[src/rtl/timer_counter.sv]
// Programmable down-counter with CTRL/PRESET/COUNT registers and an interrupt.
// Optional prescaler enabled by defining TC_PRESCALE_EN.
module timer_counter #(
  parameter int PRESCALE = 1
) (
  input  logic        clk,
  input  logic        reset,
  input  logic [1:0]  addr,
  input  logic        we,
  input  logic [31:0] din,
  output logic [31:0] dout,
  output logic        irq
);

  typedef enum logic [1:0] {
    IDLE,
    LOAD,
    CNT,
    INT
  } state_t;

  state_t      state;
  logic [3:0]  ctrl;
  logic [31:0] preset;
  logic [31:0] count;
  logic        irq_flag;
  logic        mode1;
  logic        tick;
  logic        unused;

  assign mode1  = (ctrl[2:1] == 2'b01);
  assign irq    = irq_flag & ctrl[3];
  assign unused = ^din[31:4];

`ifdef TC_PRESCALE_EN
  localparam logic [15:0] PS_LAST = 16'(PRESCALE - 1);

  logic [15:0] ps;

  assign tick = (ps == PS_LAST);
`else
  // Without the prescaler every CNT cycle is a tick; legal PRESCALE is >= 1.
  assign tick = (PRESCALE >= 1);
`endif

  // Counter FSM plus bus writes; a CTRL write overrides FSM updates to CTRL.
  always_ff @(posedge clk) begin
    if (reset) begin
      state    <= IDLE;
      ctrl     <= '0;
      preset   <= '0;
      count    <= '0;
      irq_flag <= 1'b0;
`ifdef TC_PRESCALE_EN
      ps       <= '0;
`endif
    end else begin
      if (we && addr == 2'd0) begin
        irq_flag <= 1'b0;
      end
      unique case (state)
        IDLE: begin
          if (ctrl[0]) begin
            state <= LOAD;
          end
        end
        LOAD: begin
          count <= preset;
          state <= CNT;
`ifdef TC_PRESCALE_EN
          ps    <= '0;
`endif
        end
        CNT: begin
          if (!ctrl[0]) begin
            state <= IDLE;
          end else if (tick) begin
`ifdef TC_PRESCALE_EN
            ps <= '0;
`endif
            if (count <= 32'd1) begin
              count    <= '0;
              state    <= INT;
              irq_flag <= 1'b1;
            end else begin
              count <= count - 32'd1;
            end
          end else begin
`ifdef TC_PRESCALE_EN
            ps <= ps + 16'd1;
`endif
          end
        end
        INT: begin
          if (mode1) begin
            irq_flag <= 1'b0;
            state    <= LOAD;
          end else begin
            ctrl[0] <= 1'b0;
            state   <= IDLE;
          end
        end
        default: state <= IDLE;
      endcase
      if (we) begin
        unique case (addr)
          2'd0:    ctrl   <= din[3:0];
          2'd1:    preset <= din;
          default: ;
        endcase
      end
    end
  end

  // Combinational read mux; reserved word reads as zero.
  always_comb begin
    dout = '0;
    unique case (addr)
      2'd0:    dout = {28'd0, ctrl};
      2'd1:    dout = preset;
      2'd2:    dout = count;
      default: dout = '0;
    endcase
  end

endmodule

[config.mk]
export PLATFORM = sky130hd
export DESIGN_NAME = timer_counter
export DESIGN_NICKNAME = d
export VERILOG_FILES = /design/src/rtl/timer_counter.sv
export SDC_FILE = /design/constraint.sdc
export NUM_CORES = 1
export LEC_CHECK = 0
export BUFFER_PORTS_ARGS = -buffer_cell sky130_fd_sc_hd__buf_4
export CORE_ASPECT_RATIO = 0.75
export CORE_MARGIN = 1.5
export CORE_UTILIZATION = 55
export CTS_BUF_LIST = sky130_fd_sc_hd__clkbuf_4 sky130_fd_sc_hd__clkbuf_8
export DETAILED_ROUTE_END_ITERATION = 6
export PLACE_DENSITY = 0.85
export SLEW_MARGIN = 20
export SYNTH_ARGS = -nofsm -noshare
export SYNTH_HDL_FRONTEND = slang
export SYNTH_SLANG_ARGS = --single-unit
export TNS_END_PERCENT = 20
[constraint.sdc]
create_clock -name clk -period 2.85 [get_ports clk]
set_clock_uncertainty 0.05 [all_clocks]
set_input_delay 0.57 -clock clk [delete_from_list [all_inputs] [get_ports clk]]
set_output_delay 0.57 -clock clk [all_outputs]
set_load 0.02 [all_outputs]
==> results.sh <==
export IMPL_synth_area_leaders="dfxtp_1 35%, nand2_1 9.6%, a21oi_1 8.3%, o21ai_0 6.2%, a22o_1 6.1%"
export IMPL_worst_path_max_fanout=9
export IMPL_cp_start_kind="flop"
export IMPL_ctsRootBufferMaster="clkbuf_8"
export IMPL_initial_core_util=0.578
export IMPL_drt_met1_wl_mm=5.67
export IMPL_postRouteAntennaNets=0
export IMPL_finalCritPeriodShare=0.900
export IMPL_dr_wl_met3_mm=1.52
export IMPL_io_buffers=69
export IMPL_hold_end="preset[14]"
export IMPL_ys_ff_latch=71
export IMPL_r2r_start="count[4]"
export IMPL_syn_inst=536
export IMPL_r2r_setup_slack_ns=0.28
export IMPL_die_y_um=77.1
export IMPL_syn_nets=575
export IMPL_worst_setup_path_end_kind="flop"
export IMPL_drv_slew=0
export IMPL_setup_violations=0
export IMPL_clk_path_buf_depth=2
export IMPL_synth_area_per_cell_um2=7.51
export IMPL_clock_fmax_mhz=390
export IMPL_syn_to_final_growth_pct=20.2
export IMPL_wirelength_mm=13.1
export IMPL_outcome="complete, no violations"
export IMPL_final_util=0.695
export IMPL_grt_max_degree=46
export IMPL_drt_initial_drc_count=735
export IMPL_clock_sinks=71
export IMPL_worstReg2RegEnd="count[21]"
export IMPL_fp_dieArea_um2=7850
export IMPL_hold_depth=3
export IMPL_diodes=0
export IMPL_synth_warnings=0
export IMPL_worstPathRequired_ns=3.05
export IMPL_grt_antenna_before_repair=0
export IMPL_reg2reg_depth=5
export IMPL_nets=634
export IMPL_num_vias=4446
export IMPL_grt_use_total=0.345
export IMPL_cts_hold_buffers_added=0
export IMPL_num_rows=26
export IMPL_synthesis_area_um2=4030
export IMPL_drive_above_1_share=0.200
export IMPL_io_pins=70
export IMPL_drt_pass1_iterations=5
export IMPL_slew_headroom=0.521
export IMPL_clkTransAtPathRegs_ns=0.08
export IMPL_yosys_top_cells_count="103 x nand2_1, 71 x dfxtp_1, 67 x a21oi_1"
export IMPL_ys_types=54
export IMPL_setup_slack_ns=0.285
export IMPL_clk_latency_ns=0.36
export IMPL_synth_top_flop_cell="dfxtp_1"
export IMPL_htree_levels=3
export IMPL_tightest_slew_ns=0.719
export IMPL_yosysSeqAreaShare=0.353
export IMPL_hpwl_mm=8.81
export IMPL_drc=0
export IMPL_hold_violations=0
export IMPL_grt_ovfl_total=0
export IMPL_cts_tree="built"
export IMPL_arrival_ns=2.76
export IMPL_ys_async_sr_fraction=0
export IMPL_place_congestion=0.990
export IMPL_p_per_area_nw_per_um2=471
export IMPL_rsz0062_at_grt="no"
export IMPL_hp_class="primary input to flop"
export IMPL_postCtsSetupRepairBufs=0
export IMPL_drv_cap=0
export IMPL_highest_layer="met4"
export IMPL_viasPerCell=6.38
export IMPL_cts_made_buffers=9
export IMPL_die_w_um=102
export IMPL_drt_wirelength_per_cell_um=18.7
export IMPL_grt_pass1_wl_mm=21.0
export IMPL_setup_tns_final_ns=0
export IMPL_crit_type="flop to flop"
export IMPL_synth_top_area_frac=0.353
export IMPL_grt_pass1_vias=4108
export IMPL_min_from="din[14]"
export IMPL_ir_drop_mv=0.356
export IMPL_coreArea_um2=6960
export IMPL_period_needed_ns=2.57
export IMPL_synth_edff_count=0
export IMPL_dr_wl_met2_mm=5.51
export IMPL_yosysTopAreaCell="dfxtp_1"
export IMPL_pre_cts_ws_ns=0.373
export IMPL_finalPower_uw=2280
export IMPL_postCtsResizedCells=0
export IMPL_synth_most_common_cell="nand2_1"
export IMPL_p_leak_uw=0.00201
-- power breakdown --
group	internal (µW)	switching, µW	total, µW
Sequential	1020	39.0	1060
Combinational	155	247	402
Clock	405	413	818
-- cells by family after synthesis --
logic type	Yosys count	share of synthesized area
fa+ha+maj	2	0.00621
simple gates	207	0.250
buf+inv	53	0.0538
compound gates	192	0.309
flops	71	0.353
xor+xnor	1	0.00218
mux	10	0.0255
-- worst max-delay path, stage by stage (launching register included) --
cell and delay, ns:
dfxtp_1 0.38, or4_4 0.56, or4_4 0.57, o31ai_4 0.50
a21oi_1 0.10, o221a_2 0.28
-- metal layers --
metal | vias to the layer above | GRT usage
met4 | 0 | 0.110
li1 | 2077 | -
met1 | 2033 | 0.508
met3 | 47 | 0.0820
met5 | - | 0
met2 | 289 | 0.491
-- how the worst max path moves through the flow --
stage,start,endpoint,slack (ns),cells past startpoint
after floorplan,addr[0],dout[10],0.32,5
after global placement,count[4],count[25],0.42,5
after detailed placement,count[4],count[25],0.37,5
after CTS,count[4],count[21],0.33,5
after global routing,count[4],count[21],0.26,5
final,count[4],count[21],0.28,5
-- metrics by stage --
step | instance area, µm² | hold WS [ns] | cells
2_1_floorplan | 4030 | 0.395 | 536
3_3_place_gp | 4650 | 0.406 | 682
3_5_place_dp | 4650 | 0.412 | 682
4_1_cts | 4840 | 0.394 | 697
5_1_grt | 4840 | 0.387 | 697
6_report | 4840 | 0.403 | 697
-- layout make-up --
| cell class | instances | area, µm² |
|---|---|---|
| multi-input combinational | 412 | 2390 |
| fill | 607 | 2120 |
| sequential | 71 | 1420 |
| timing repair buffer | 88 | 661 |
| clock buffer | 9 | 124 |
| tap | 98 | 123 |
| clock inverter | 6 | 70.1 |
| inverter | 13 | 48.8 |
-- cells in the final DEF (no fill, tap or decap), types with 4 or more instances in the layout --
cell type  synthesis  final
nand2_1          103    103
buf_4              0     88
dfxtp_1           71     71
a21oi_1           67     67
o21ai_0           50     50
a22o_1            28     28
nor2_1            26     26
inv_1             13     13
nor4_1            11     11
nor3_1            11     11
a211oi_1          11     11
nand4_1            9      9
clkbuf_8           0      9
mux2i_1            8      8
nand3_1            8      8
o31ai_1            6      6
o211a_1            6      6
and2_1             4      4
nand2b_1           4      4
o21a_1             4      4
o41ai_1            4      4
or4_1              4      4
-- flip-flops by register name, summed over array words and instances (netlist names) --
register  count
count        32
ctrl          4
irq_flag      1
preset       32
state         2
Note: power is estimated with default switching activity, not from simulation.
